[src/rtl/fetch_queue_reader.sv]
// Consumer end of the instruction FIFO: pops words into a 2-entry buffer and tags each with its PC for decode.
// Latency 1 cycle FIFO head to instr_valid; pops depend only on local occupancy, never on instr_ready.
module fetch_queue_reader #(
    parameter logic [31:0] RESET_PC  = 32'h0000_0000,
    parameter int          WORD_SIZE = 32
) (
    input  logic                 clk,
    input  logic                 rst,
    input  logic                 en,
    input  logic                 flush,
    input  logic [31:0]          flush_pc,
    input  logic [WORD_SIZE-1:0] fifo_rdata,
    input  logic                 fifo_empty,
    output logic                 fifo_rd_en,
    output logic                 fifo_clr,
    output logic                 instr_valid,
    input  logic                 instr_ready,
    output logic [WORD_SIZE-1:0] instr_data,
    output logic [31:0]          instr_pc,
    output logic [31:0]          accept_count
);

    typedef enum logic {RUN, FLUSH} state_t;

    state_t               state_q, state_d;
    logic [1:0]           occ_q;
    logic [WORD_SIZE-1:0] word0_q, word1_q;
    logic [31:0]          pc0_q, pc1_q;
    logic [31:0]          fetch_pc_q;
    logic                 pop, accept;
    logic [1:0]           tail;

    always_comb begin
        state_d  = state_q;
        fifo_clr = 1'b0;
        if (state_q == FLUSH) begin
            fifo_clr = 1'b1;
            state_d  = RUN;
        end
        if (flush) begin
            state_d = FLUSH;
        end
    end

    // rst gates the pop so nothing is consumed from the FIFO while the reader is held in reset
    assign pop         = en && !flush && (state_q == RUN) && !fifo_empty && (occ_q < 2'd2) && !rst;
    assign fifo_rd_en  = pop;
    assign instr_valid = (occ_q != 2'd0);
    assign accept      = instr_valid && instr_ready && !flush;
    assign tail        = occ_q - {1'b0, accept};
    assign instr_data  = word0_q;
    assign instr_pc    = pc0_q;

    always_ff @(posedge clk or posedge rst) begin
        if (rst) begin
            state_q <= RUN;
        end else begin
            state_q <= state_d;
        end
    end

    always_ff @(posedge clk or posedge rst) begin
        if (rst) begin
            occ_q        <= 2'd0;
            fetch_pc_q   <= RESET_PC;
            accept_count <= 32'd0;
            word0_q      <= '0;
            word1_q      <= '0;
            pc0_q        <= 32'd0;
            pc1_q        <= 32'd0;
        end else if (flush) begin
            occ_q      <= 2'd0;
            fetch_pc_q <= flush_pc;
        end else begin
            occ_q <= occ_q - {1'b0, accept} + {1'b0, pop};
            if (accept) begin
                word0_q      <= word1_q;
                pc0_q        <= pc1_q;
                accept_count <= accept_count + 32'd1;
            end
            // the tail slot is computed after any same-cycle accept, so a pop lands behind the survivor
            if (pop) begin
                if (tail == 2'd0) begin
                    word0_q <= fifo_rdata;
                    pc0_q   <= fetch_pc_q;
                end else begin
                    word1_q <= fifo_rdata;
                    pc1_q   <= fetch_pc_q;
                end
                fetch_pc_q <= fetch_pc_q + 32'd4;
            end
        end
    end

endmodule

[config.mk]
export PLATFORM = sky130hd
export DESIGN_NAME = fetch_queue_reader
export DESIGN_NICKNAME = d
export VERILOG_FILES = /design/src/rtl/fetch_queue_reader.sv
export SDC_FILE = /design/constraint.sdc
export NUM_CORES = 1
export LEC_CHECK = 0
export ABC_AREA = 1
export CORE_UTILIZATION = 58
export DETAILED_ROUTE_END_ITERATION = 8
export PLACE_DENSITY = 0.89
export REMOVE_ABC_BUFFERS = 1
export SETUP_SLACK_MARGIN = 0.1
export SLEW_MARGIN = 20
export SYNTH_ARGS = -nofsm -noshare
export SYNTH_HDL_FRONTEND = slang
export SYNTH_SLANG_ARGS = --single-unit
export TNS_END_PERCENT = 5
[constraint.sdc]
create_clock -name clk -period 10.35 [get_ports clk]
set_input_delay 1.5525 -clock clk [delete_from_list [all_inputs] [get_ports clk]]
set_output_delay 1.5525 -clock clk [all_outputs]
set_load 0.005 [all_outputs]
======== Word level (Yosys, flattened, before mapping) ========
Index checks and enable logic that the tools add are counted.
cells by class
  bitwise logic cells ..................... 3
  eq/ne operators ......................... 0
  mux-type cells .......................... 11
  multipliers ............................. 0
  magnitude comparators ................... 1
  shifts and indexed selects .............. 0
  $add $sub $neg .......................... 4
  div/mod/pow operators ................... 0
  reduce and logical (&&, ||, !) cells .... 15
operators by type and width
  operator                 count
  $mux W32                 8
  $add A32 B1 Y32 const B  1
  $add A32 B3 Y32 const B  1
  $logic_and A1 B1 Y1      7
  $reduce_bool A2 Y1       2
  $logic_not A1 Y1         3
  $not A1 Y1               3
  $reduce_and A3 Y1        1
  $add A2 B1 Y2            1
  $logic_not A2 Y1         1
  $lt A2 B2 Y1 const B     1
  $mux W1                  2
  $mux W2                  1
  $reduce_and A2 Y1        1
  $sub A2 B1 Y2            1
word-level totals
  logic and storage cells ................. 42
  memories kept ........................... 0
  output and inout bits ................... 99
  bits in latches ......................... 0
  bits in registers ....................... 195
  bits in read-only memories .............. 0
  input bits .............................. 70
  memory bits (writable) .................. 0

======== Logic depth before layout (Yosys ltp) ========
Gate-level depths: netlist of the first run.
  depth after elaboration ................. 8
  depth in mapped cells ................... 15
  depth with buffers taken out ............ 10

======== Worst setup path before layout of the first run ========
No wires, ideal clock.
  path type ............................... input -> output
  start ................................... input en
  end ..................................... output fifo_rd_en
  path slack .............................. 6522 ps
  required time ........................... 8797 ps
  stages .................................. 5
  buffers on the path ..................... 1
  arrival ................................. 2275 ps
  cell sequence ........................... inv_1 -> nor2_1 -> nand3_4 -> inv_4 -> clkbuf_1
between the ends
  longest elaborated chain between the ends .. 5
RTL lines
  item                               line  source
  from (decl)                        9     input logic en,
  $logic_and A1 B1 Y1 (5 in series)  46    assign pop = en && !flush && (state_q == RUN) && !fifo_empty && (occ_q < 2'd2) && !rst;
  to (decl)                          14    output logic fifo_rd_en,
Every way passes these cells.

======== Worst setup path in the final report of the first run ========
  start ................................... input flush
  end ..................................... register word1_q[9]
between the ends
  longest elaborated chain between the ends .. 7
  elaborated cells between the ends (all ways) .. 12
  those cells by class .................... add/sub (1); bitwise (2); reduce/logical (9)
RTL lines
  item                                                                   line  source
  from (decl)                                                            10    input logic flush,
  parallel branches: the longest is 6 deep, another holds $sub A2 B1 Y2  n/a
  $reduce_and A3 Y1 (no line) (*)                                        n/a
  to (signal assigned)                                                   87    word1_q <= fifo_rdata;
  to (decl)                                                              27    logic [WORD_SIZE-1:0] word0_q, word1_q;
Mark *: on every way between the ends.
A chain may end at the register's enable or synchronous reset.

==> results of run 1 <==
critical path: cells and delay by family:
kind,cells,cell delay [ns]
AO/OA/AOI/OAI,2,0.81
XOR/XNOR,1,0.12
adder cells (fa/ha/maj),1,0.33
buffers and inverters,5,2.25
AND/OR/NAND/NOR,3,0.33
routing by layer:
| metal | global-route usage [%] | wire [um] | up-vias |
|---|---|---|---|
| li1 | - | - | 4322 |
| met4 | 10.4 | 431 | 0 |
| met2 | 45.8 | 11800 | 295 |
| met5 | 0 | 0 | - |
| met3 | 4.05 | 1260 | 35 |
| met1 | 35.9 | 10400 | 4172 |
how the worst max path moves through the flow:
stage                              to  slack [ns]  depth (start not counted)
after floorplan              pc1_q[0]        1.12                          7
final                      word1_q[9]        5.19                         12
after global routing       word1_q[9]        4.81                         12
after detailed placement   word1_q[8]        4.81                         12
after global placement    word1_q[31]        5.00                         12
after CTS                  fifo_rd_en        5.21                          6
synth_stat cells, types with 2 or more instances:
cell type,instances
nor2_2,8
nor3_1,5
buf_12,4
clkbuf_1,5
inv_1,129
nand3b_1,3
nand4_1,10
buf_2,21
nor2_4,2
nor2_1,90
nand2_1,428
xor2_1,17
o211ai_1,7
o21ai_1,86
nand3_1,63
and2_1,2
inv_4,2
buf_6,11
nand3_2,40
buf_4,10
nand2_2,5
o21bai_1,3
o21ai_0,25
a21oi_1,4
inv_2,56
xnor2_1,8
dfrtp_1,195
o21ai_2,40
a31oi_1,2
ha_1,4
cells by family (layout without fill, tap and decap cells):
logic type,after synthesis,after routing,share of synthesized area [%]
adder cells (fa/ha/maj),4,4,0.488
XOR/XNOR,26,26,2.29
AND/OR/NAND/NOR,659,659,28.5
AO/OA/AOI/OAI,171,171,10.2
flip-flops,195,195,47.6
buffers and inverters,239,391,11.0
where the power goes:
group / total [mW] / switching (mW) / internal, mW / leakage, nW
combinational: 0.673 / 0.299 / 0.374 / 3.33
sequential: 1.03 / 0.108 / 0.923 / 2.49
clock: 0.646 / 0.279 / 0.367 / 0.272
flip-flops by register name (all words and copies together) (netlist names):
register      count
accept_count     32
fetch_pc_q       32
instr_data       32
instr_pc         32
occ_q             2
pc1_q            32
state_q           1
word1_q          32
per-stage QoR:
stage / power (mW) / util, % / instances
2_1_floorplan: 1.37 / - / 1242
3_3_place_gp: 1.69 / 68.7 / 1640
3_5_place_dp: 1.72 / 68.7 / 1640
4_1_cts: 2.37 / 72.0 / 1671
5_1_grt: 2.48 / 72.0 / 1671
6_report: 2.35 / 72.0 / 1671
final cells by class:
class                           instances  area [um2]
Sequential cell                       195        4880
Fill cell                            1336        4850
Multi-Input combinational cell        860        4280
Timing Repair Buffer                  173        1720
Inverter                              187         714
Clock buffer                           22         464
Tap cell                              225         282
Clock inverter                          9         106
==> impl_metrics.py, run 1 <==
metrics = {
    "yosys": {
        "synth_area_mm2": 0.0103,
        "ys_types": 39,
        "ys_seq_area_share_pct": 47.6,
        "syn_area_per_cell_um2": 7.92,
        "syn_inst": 1294,
        "ys_warn_count": 0,
        "synth_top_flop_cell": "dfrtp_1",
        "synthArstFlopShare_pct": 100,
        "synth-edff-count": 0,
        "synth_top_area_share_pct": 47.6,
        "synth-seq-cells": 195,
        "synth_largest_area_cell": "dfrtp_1",
        "synth.area.top_cells": "dfrtp_1, nand2_1, inv_1",
    },
    "clock_network": {
        "clkTransAtPathRegs_ns": 0.07,
        "post_cts_resized": 0,
        "clock_latency_ns": 0.43,
        "cts_hold_buf": 0,
        "cts_buffer_depth": 2,
        "postCtsSetupRepairBufs": 0,
        "clkSinkCount": 195,
        "cts_max_level": 4,
        "cts-buffers-inserted": 17,
        "ctsRootBufferMaster": "clkbuf_16",
        "cts_tree": "done",
    },
    "sta": {
        "fin_crit_ns": 5.16,
        "setup_viol": 0,
        "fin_crit_sh_pct": 49.9,
        "finClkSkew_ns": 0.00855,
        "fmax_mhz": 194,
        "finalSetupTns_ns": 0,
        "hold_viol": 0,
        "worst_slew_pin_slew_ns": 1.04,
        "whs_ns": 0.495,
        "timing.final.ws_setup_ns": 5.19,
        "drv_slew": 0,
        "rsz0062_at_grt": "no",
        "relSlewSlack_pct": 30.7,
    },
    "critical_path": {
        "worstPathRequired_ns": 10.69,
        "cp_max_fo": 94,
        "crit_path_top_delay_cell": "buf_4",
        "r2r-start": "occ_q[1]",
        "r2r_end": "word1_q[9]",
        "cp_slowest_stage_delay_ns": 0.83,
        "crit_path_end_kind": "flop",
        "critPathMostFrequentCell": "buf_4",
        "critical_path.startpoint": "flush",
        "cp_cell_sequence": "clkdlybuf4s50_1, buf_4, inv_4, nand2_1, nor2_4, buf_4, ha_1, xor2_2, o21ai_4, buf_4, nand2_1, o21ai_1",
        "criticalPathCategory": "input port to flop",
        "startpoint_type": "input port",
        "critPathArrivalTime_ns": 5.50,
        "r2r_slack_ns": 6.63,
        "rr_worst_depth": 9,
    },
    "worst_hold_path": {
        "holdPathEnd": "pc1_q[30]",
        "holdPathStages": 2,
        "worstHoldStart": "pc1_q[30]",
        "min_path_type": "flop to flop",
    },
    "die": {
        "rows": 48,
        "dieArea_mm2": 0.0182,
        "core_mm2": 0.0173,
        "start_util_pct": 59.3,
        "die_w_um": 135,
        "die_h_um": 135,
        "ios": 169,
    },
    "run": {
        "max_cap_viol_count": 0,
    },
    "run_status": {
        "status": "completed",
    },
    "detailed_routing": {
        "vias": 8824,
        "wl_per_cell_um": 14.3,
        "routed_wl_um": 23900,
        "first_pass_iters": 5,
        "ant_nets": 0,
        "drc": 0,
        "drtIter0Drc": 719,
        "viasPerCell": 5.28,
    },
    "power_and_ir_drop": {
        "peakVddDrop_mv": 0.127,
        "leakagePower_nw": 6.09,
        "powerDensity_mw_per_mm2": 189,
    },
    "cells_and_area": {
        "stdcell_area_mm2": 0.0124,
        "diodes": 0,
        "mostFrequentLayoutCell": "nand2_1",
        "layout-drive-gt1-share_pct": 13.3,
        "fin_nets": 1508,
        "layout_common_cells": "nand2_1, dfrtp_1, clkdlybuf4s50_1",
        "area_growth_syn_to_layout_pct": 21.4,
    },
    "placement": {
        "dp_slack_ns": 4.81,
        "finalWeightedCongestion": 0.913,
        "place_area_mm2": 0.0119,
        "hpwl_um": 16100,
        "numPortBuffers": 168,
    },
    "grt": {
        "grt_start_max_net_pins": 136,
        "grt_first_pass_wirelength_um": 39300,
        "grt_pass1_vias": 8329,
        "track_usage_pct": 27.3,
        "antenna_found_initial": 0,
        "grt_overflow_total": 0,
    },
}
No activity file was read; power rests on OpenSTA's default activity.
==> run 2: changes to the inputs <==
--- a/config.mk
+++ b/config.mk
@@ -6,9 +6,9 @@
 export NUM_CORES = 1
 export LEC_CHECK = 0
 export ABC_AREA = 1
-export CORE_UTILIZATION = 58
+export CORE_UTILIZATION = 54
 export DETAILED_ROUTE_END_ITERATION = 8
-export PLACE_DENSITY = 0.89
+export PLACE_DENSITY = 0.84
 export REMOVE_ABC_BUFFERS = 1
 export SETUP_SLACK_MARGIN = 0.1
 export SLEW_MARGIN = 20
==> constraint.sdc (replaced) <==
create_clock -name clk -period 4.8 [get_ports clk]
set_input_delay 0.72 -clock clk [delete_from_list [all_inputs] [get_ports clk]]
set_output_delay 0.72 -clock clk [all_outputs]
set_load 0.005 [all_outputs]
==> run 2 against run 1 <==
Against the previous run: critical path type is now input port to primary output; wire length rose by 0.55%; highest routed layer unchanged; hold slack got worse by 0.0033 ns; sequential share of layout area fell by 0.10 points; setup slack worse by 4.0 ns.
==> impl_metrics.py, run 2 (synthesis gave the netlist of run 1 again) <==
metrics = {
    "cells_and_area": {
        "layout_common_cells": "nand2_1, dfrtp_1, clkdlybuf4s50_1",
        "mostFrequentLayoutCell": "nand2_1",
        "diodes": 0,
        "fin_nets": 1510,
        "layout-drive-gt1-share_pct": 13.7,
        "area_growth_syn_to_layout_pct": 21.7,
    },
    "critical_path": {
        "cp_max_fo": 38,
        "criticalPathCategory": "input port to primary output",
        "path_buf_inv": 4,
        "startpoint_type": "input port",
        "cp_slowest_stage_delay_ns": 0.59,
        "critPathMostFrequentCell": "clkdlybuf4s50_1",
        "critPathArrivalTime_ns": 2.92,
        "crit_path_top_delay_cell": "clkdlybuf4s50_1",
        "worstPathRequired_ns": 4.08,
        "crit_path_end_kind": "primary output",
        "cp_cell_sequence": "clkdlybuf4s50_1, buf_4, nor2_1, nand3_4, inv_4, clkdlybuf4s50_1",
        "cp_top_family": "buffers and inverters",
    },
    "clock_network": {
        "cts_tree": "done",
        "clkTransAtPathRegs_ns": 0.07,
        "cts_hold_buf": 0,
        "cts-buffers-inserted": 17,
        "cts_buffer_depth": 2,
        "clock_latency_ns": 0.43,
        "ctsRootBufferMaster": "clkbuf_16",
        "cts_max_level": 4,
        "postCtsSetupRepairBufs": 0,
        "clkSinkCount": 195,
        "post_cts_resized": 0,
    },
    "placement": {
        "finalWeightedCongestion": 0.897,
        "numPortBuffers": 168,
        "hpwl_um": 16200,
    },
    "power_and_ir_drop": {
        "swShare_pct": 29.7,
        "seq_power_share_pct": 44.0,
        "p_comb_share_pct": 28.6,
        "peakVddDrop_mv": 0.267,
        "power_mw": 5.06,
        "powerDensity_mw_per_mm2": 405,
        "switchingPower_mw": 1.50,
        "power_frac_clock_pct": 27.4,
        "intPower_mw": 3.56,
        "leakagePower_nw": 6.10,
    },
    "detailed_routing": {
        "first_pass_iters": 7,
        "viasPerCell": 5.16,
        "ant_nets": 0,
        "drc": 0,
        "drtIter0Drc": 600,
        "routed_wl_um": 24000,
        "vias": 8679,
        "wl_per_cell_um": 14.3,
    },
    "sta": {
        "rsz0062_at_grt": "no",
        "fin_crit_ns": 3.64,
        "relSlewSlack_pct": 29.8,
        "drv_slew": 0,
        "worst_slew_pin_slew_ns": 1.05,
        "fmax_mhz": 275,
        "setup_viol": 0,
        "finClkSkew_ns": 0.0125,
        "fin_crit_sh_pct": 75.8,
        "hold_viol": 0,
        "whs_ns": 0.491,
        "finalSetupTns_ns": 0,
    },
    "grt": {
        "grt_first_pass_wirelength_um": 40000,
        "grt_start_max_net_pins": 146,
        "grt_overflow_total": 0,
        "antenna_found_initial": 0,
        "track_usage_pct": 25.6,
        "grt_pass1_vias": 8230,
    },
    "die": {
        "die_h_um": 140,
        "start_util_pct": 55.0,
        "core_mm2": 0.0186,
        "die_w_um": 140,
        "ios": 169,
        "dieArea_mm2": 0.0195,
        "rows": 50,
    },
    "run_status": {
        "status": "completed",
    },
    "run": {
        "max_cap_viol_count": 0,
    },
    "worst_hold_path": {
        "min_path_type": "flop to flop",
    },
}
[run 2: cell types whose count changed in the layout (fill, tap and decap cells not counted)]
| cell | before | now |
|---|---|---|
| clkbuf_1 | 3 | 1 |
| clkinvlp_4 | 3 | 4 |
| bufinv_16 | 2 | 1 |
| clkinv_8 | 0 | 1 |
| inv_6 | 0 | 2 |
| clkbuf_8 | 2 | 3 |
| buf_4 | 5 | 7 |
| inv_8 | 1 | 0 |
[run 2: area by class of cell]
cell class / instances / area, um2
Fill cell: 1546 / 6160
Sequential cell: 195 / 4880
Multi-Input combinational cell: 860 / 4280
Timing Repair Buffer: 175 / 1730
Inverter: 187 / 719
Clock buffer: 21 / 470
Tap cell: 234 / 293
Clock inverter: 11 / 101
[run 2: worst register-to-register path, stage by stage, from the launching register on]
cell and delay, ns:
dfrtp_1 0.43, nor2_1 0.27, nor2_4 0.07, ha_1 0.21
xor2_2 0.18, o21ai_4 0.73, buf_4 0.79, nand2_1 0.22
o21ai_1 0.13
[run 2: power by group through the flow]
stage                     sequential (mW)  combinational, mW  clock [mW]
after floorplan                      2.23              0.730           0
after CTS                            2.22               1.47        1.41
final                                2.22               1.45        1.38
after detailed placement             2.25               1.46           0
after global routing                 2.26               1.61        1.48
after global placement               2.24               1.41           0
[run 2: metrics by stage]
| step | instance area (um2) | util, % | setup WS, ns | instances |
|---|---|---|---|---|
| final | 12500 | 66.9 | 1.16 | 1683 |
| after detailed placement | 11900 | 63.8 | 0.886 | 1651 |
| after CTS | 12500 | 66.9 | 1.14 | 1683 |
| after global routing | 12500 | 66.9 | 1.07 | 1683 |
| after global placement | 11900 | 63.8 | 1.01 | 1651 |
| after floorplan | 9840 | - | -3.59 | 1242 |
[run 2: final timing paths]
| path | end | startpoint | slack, ns | cells after the start |
|---|---|---|---|---|
| setup reg to reg | word1_q[16] | occ_q[1] | 1.68 | 8 |
| min in group asynchronous | occ_q[1] | rst | 0.85 | 2 |
| setup / recovery | fifo_rd_en | flush | 1.16 | 6 |
| hold / removal | word1_q[14] | word1_q[14] | 0.49 | 2 |
| hold reg to reg | word1_q[14] | word1_q[14] | 0.49 | 2 |
| max in group asynchronous | accept_count[18] | rst | 3.01 | 3 |
[run 2: layer usage]
metal	routed length, um	track usage, %	up-vias
met5	0	0	-
met2	12000	43.3	247
met4	414	8.21	0
met3	1240	3.41	31
met1	10400	34.0	4094
li1	-	-	4307
==> run 3: changes to the inputs <==
--- a/config.mk
+++ b/config.mk
@@ -6,9 +6,9 @@
 export NUM_CORES = 1
 export LEC_CHECK = 0
 export ABC_AREA = 1
-export CORE_UTILIZATION = 54
+export CORE_UTILIZATION = 49
 export DETAILED_ROUTE_END_ITERATION = 8
-export PLACE_DENSITY = 0.84
+export PLACE_DENSITY = 0.8
 export REMOVE_ABC_BUFFERS = 1
 export SETUP_SLACK_MARGIN = 0.1
 export SLEW_MARGIN = 20
==> constraint.sdc (replaced) <==
create_clock -name clk -period 3.1 [get_ports clk]
set_input_delay 0.465 -clock clk [delete_from_list [all_inputs] [get_ports clk]]
set_output_delay 0.465 -clock clk [all_outputs]
set_load 0.005 [all_outputs]
==> run 3 against run 2 <==
Against the previous run: flip-flop and latch count stayed put; count of clock-buffer cells in the layout stayed put; design area is 1.5% higher; via count is 0.17% lower; register-to-register slack worse by 1.0 ns; wire length is 3.9% higher; critical path type unchanged.
==> impl_metrics.py, run 3 (synthesis gave the netlist of run 1 again) <==
metrics = {
    "run_status": {
        "status": "completed",
    },
    "grt": {
        "grt-busiest-layer": "met2",
        "grtUsageMet2_pct": 40.7,
        "grt_overflow_total": 0,
        "track_usage_pct": 24.6,
        "met3_usage_pct": 4.16,
        "grt_util_met1_pct": 32.9,
        "grt_pass1_vias": 8696,
        "grt_start_max_net_pins": 89,
        "grt_first_pass_wirelength_um": 42400,
        "antenna_found_initial": 0,
    },
    "worst_hold_path": {
        "worstHoldStart": "pc1_q[17]",
        "min_path_type": "flop to flop",
    },
    "cells_and_area": {
        "regArea_mm2": 0.00488,
        "nFillCells": 1750,
        "mostFrequentLayoutCell": "nand2_1",
        "multiInputGateArea_mm2": 0.00428,
        "layout-drive-gt1-share_pct": 14.2,
        "stdcell_area_mm2": 0.0127,
        "diodes": 0,
        "area_growth_syn_to_layout_pct": 23.6,
        "layout_common_cells": "nand2_1, dfrtp_1, clkdlybuf4s50_1",
        "fin_nets": 1521,
    },
    "clock_network": {
        "postCtsSetupRepairBufs": 0,
        "clkTransAtPathRegs_ns": 0.07,
        "cts-buffers-inserted": 17,
        "post_cts_resized": 0,
        "ctsRootBufferMaster": "clkbuf_16",
        "clock_latency_ns": 0.44,
        "cts_buffer_depth": 2,
        "cts_tree": "done",
        "clkSinkCount": 195,
        "cts_hold_buf": 0,
        "cts_max_level": 4,
    },
    "sta": {
        "worst_slew_pin_slew_ns": 0.596,
        "finClkSkew_ns": 0.0182,
        "fin_crit_sh_pct": 89.4,
        "rsz0062_at_grt": "no",
        "drv_slew": 0,
        "relSlewSlack_pct": 60.1,
        "setup_viol": 0,
        "fin_crit_ns": 2.77,
        "fmax_mhz": 361,
        "finalSetupTns_ns": 0,
        "hold_viol": 0,
    },
    "die": {
        "core_mm2": 0.0204,
        "start_util_pct": 50.4,
        "die_h_um": 147,
        "rows": 52,
        "dieArea_mm2": 0.0215,
        "ios": 169,
        "die_w_um": 147,
    },
    "critical_path": {
        "r2r_slack_ns": 0.67,
        "r2r-start": "occ_q[1]",
        "cp_max_fo": 19,
        "criticalPathCategory": "input port to primary output",
        "critPathCapture": "fifo_rd_en",
        "r2r_end": "instr_data[16]",
        "critical_path.startpoint": "flush",
        "worstPathRequired_ns": 2.63,
        "critPathArrivalTime_ns": 2.31,
        "rr_worst_depth": 9,
        "crit_path_end_kind": "primary output",
        "startpoint_type": "input port",
    },
    "detailed_routing": {
        "drtIter0Drc": 513,
        "wl_per_cell_um": 14.4,
        "routed_wl_um": 24900,
        "vias": 8664,
        "ant_nets": 0,
        "drc": 0,
        "viasPerCell": 5.01,
        "first_pass_iters": 5,
    },
    "placement": {
        "finalWeightedCongestion": 0.925,
        "hpwl_um": 17800,
        "numPortBuffers": 168,
        "place_area_mm2": 0.0121,
    },
    "run": {
        "max_cap_viol_count": 0,
    },
    "power_and_ir_drop": {
        "powerDensity_mw_per_mm2": 619,
        "peakVddDrop_mv": 0.370,
        "power_mw": 7.85,
        "leakagePower_nw": 6.19,
    },
}
-- run 3: cell types whose count changed in the layout (fill, tap and decap cells not counted) --
cell	change
buf_12	+6
buf_4	+5
clkinv_4	+3
clkinvlp_4	-2
clkbuf_1	+1
clkbuf_8	-1
clkinv_8	-1
inv_6	-1
inv_8	+1
-- run 3: metal layers --
metal	up-vias	part of all wire [%]
met5	-	0
li1	4344	-
met3	27	5.4
met1	4045	44
met2	248	48
met4	0	1.6
-- run 3: worst max-delay path: stages --
cell and delay, ns:
clkdlybuf4s50_1 0.48, buf_4 0.24, nor2_1 0.21, nand3_4 0.17
inv_4 0.19, clkdlybuf4s50_1 0.53
-- run 3: how the worst min path moves through the flow --
stage                   to  slack [ns]  cells past startpoint
6_report         pc1_q[17]        0.49                      2
5_1_grt        word1_q[10]        0.52                      2
4_1_cts        word1_q[28]        0.50                      2
3_5_place_dp   word1_q[28]        0.48                      2
3_3_place_gp    word1_q[2]        0.47                      2
2_1_floorplan    pc1_q[10]        0.46                      2
-- run 3: stage by stage --
step	util, %	cells	hold slack [ns]	setup slack [ns]
after CTS	62.2	1730	0.496	0.307
after global routing	62.2	1730	0.520	0.228
after global placement	59.4	1698	0.471	0.295
final	62.2	1730	0.491	0.327
after floorplan	-	1242	0.459	-5.04
after detailed placement	59.4	1698	0.478	0.202
-- run 3: area by class of cell --
type                       instances  area share (%)
sequential                       195            38.5
multi-input combinational        860            33.8
timing repair buffer             186            14.9
inverter                         187            5.64
clock buffer                      21            3.63
tap                              270            2.67
clock inverter                    11           0.820
-- run 3: power breakdown --
group,leakage [nW],switching [mW],internal [mW]
sequential,2.49,0.378,3.08
combinational,3.43,0.997,1.27
clock,0.273,0.973,1.15
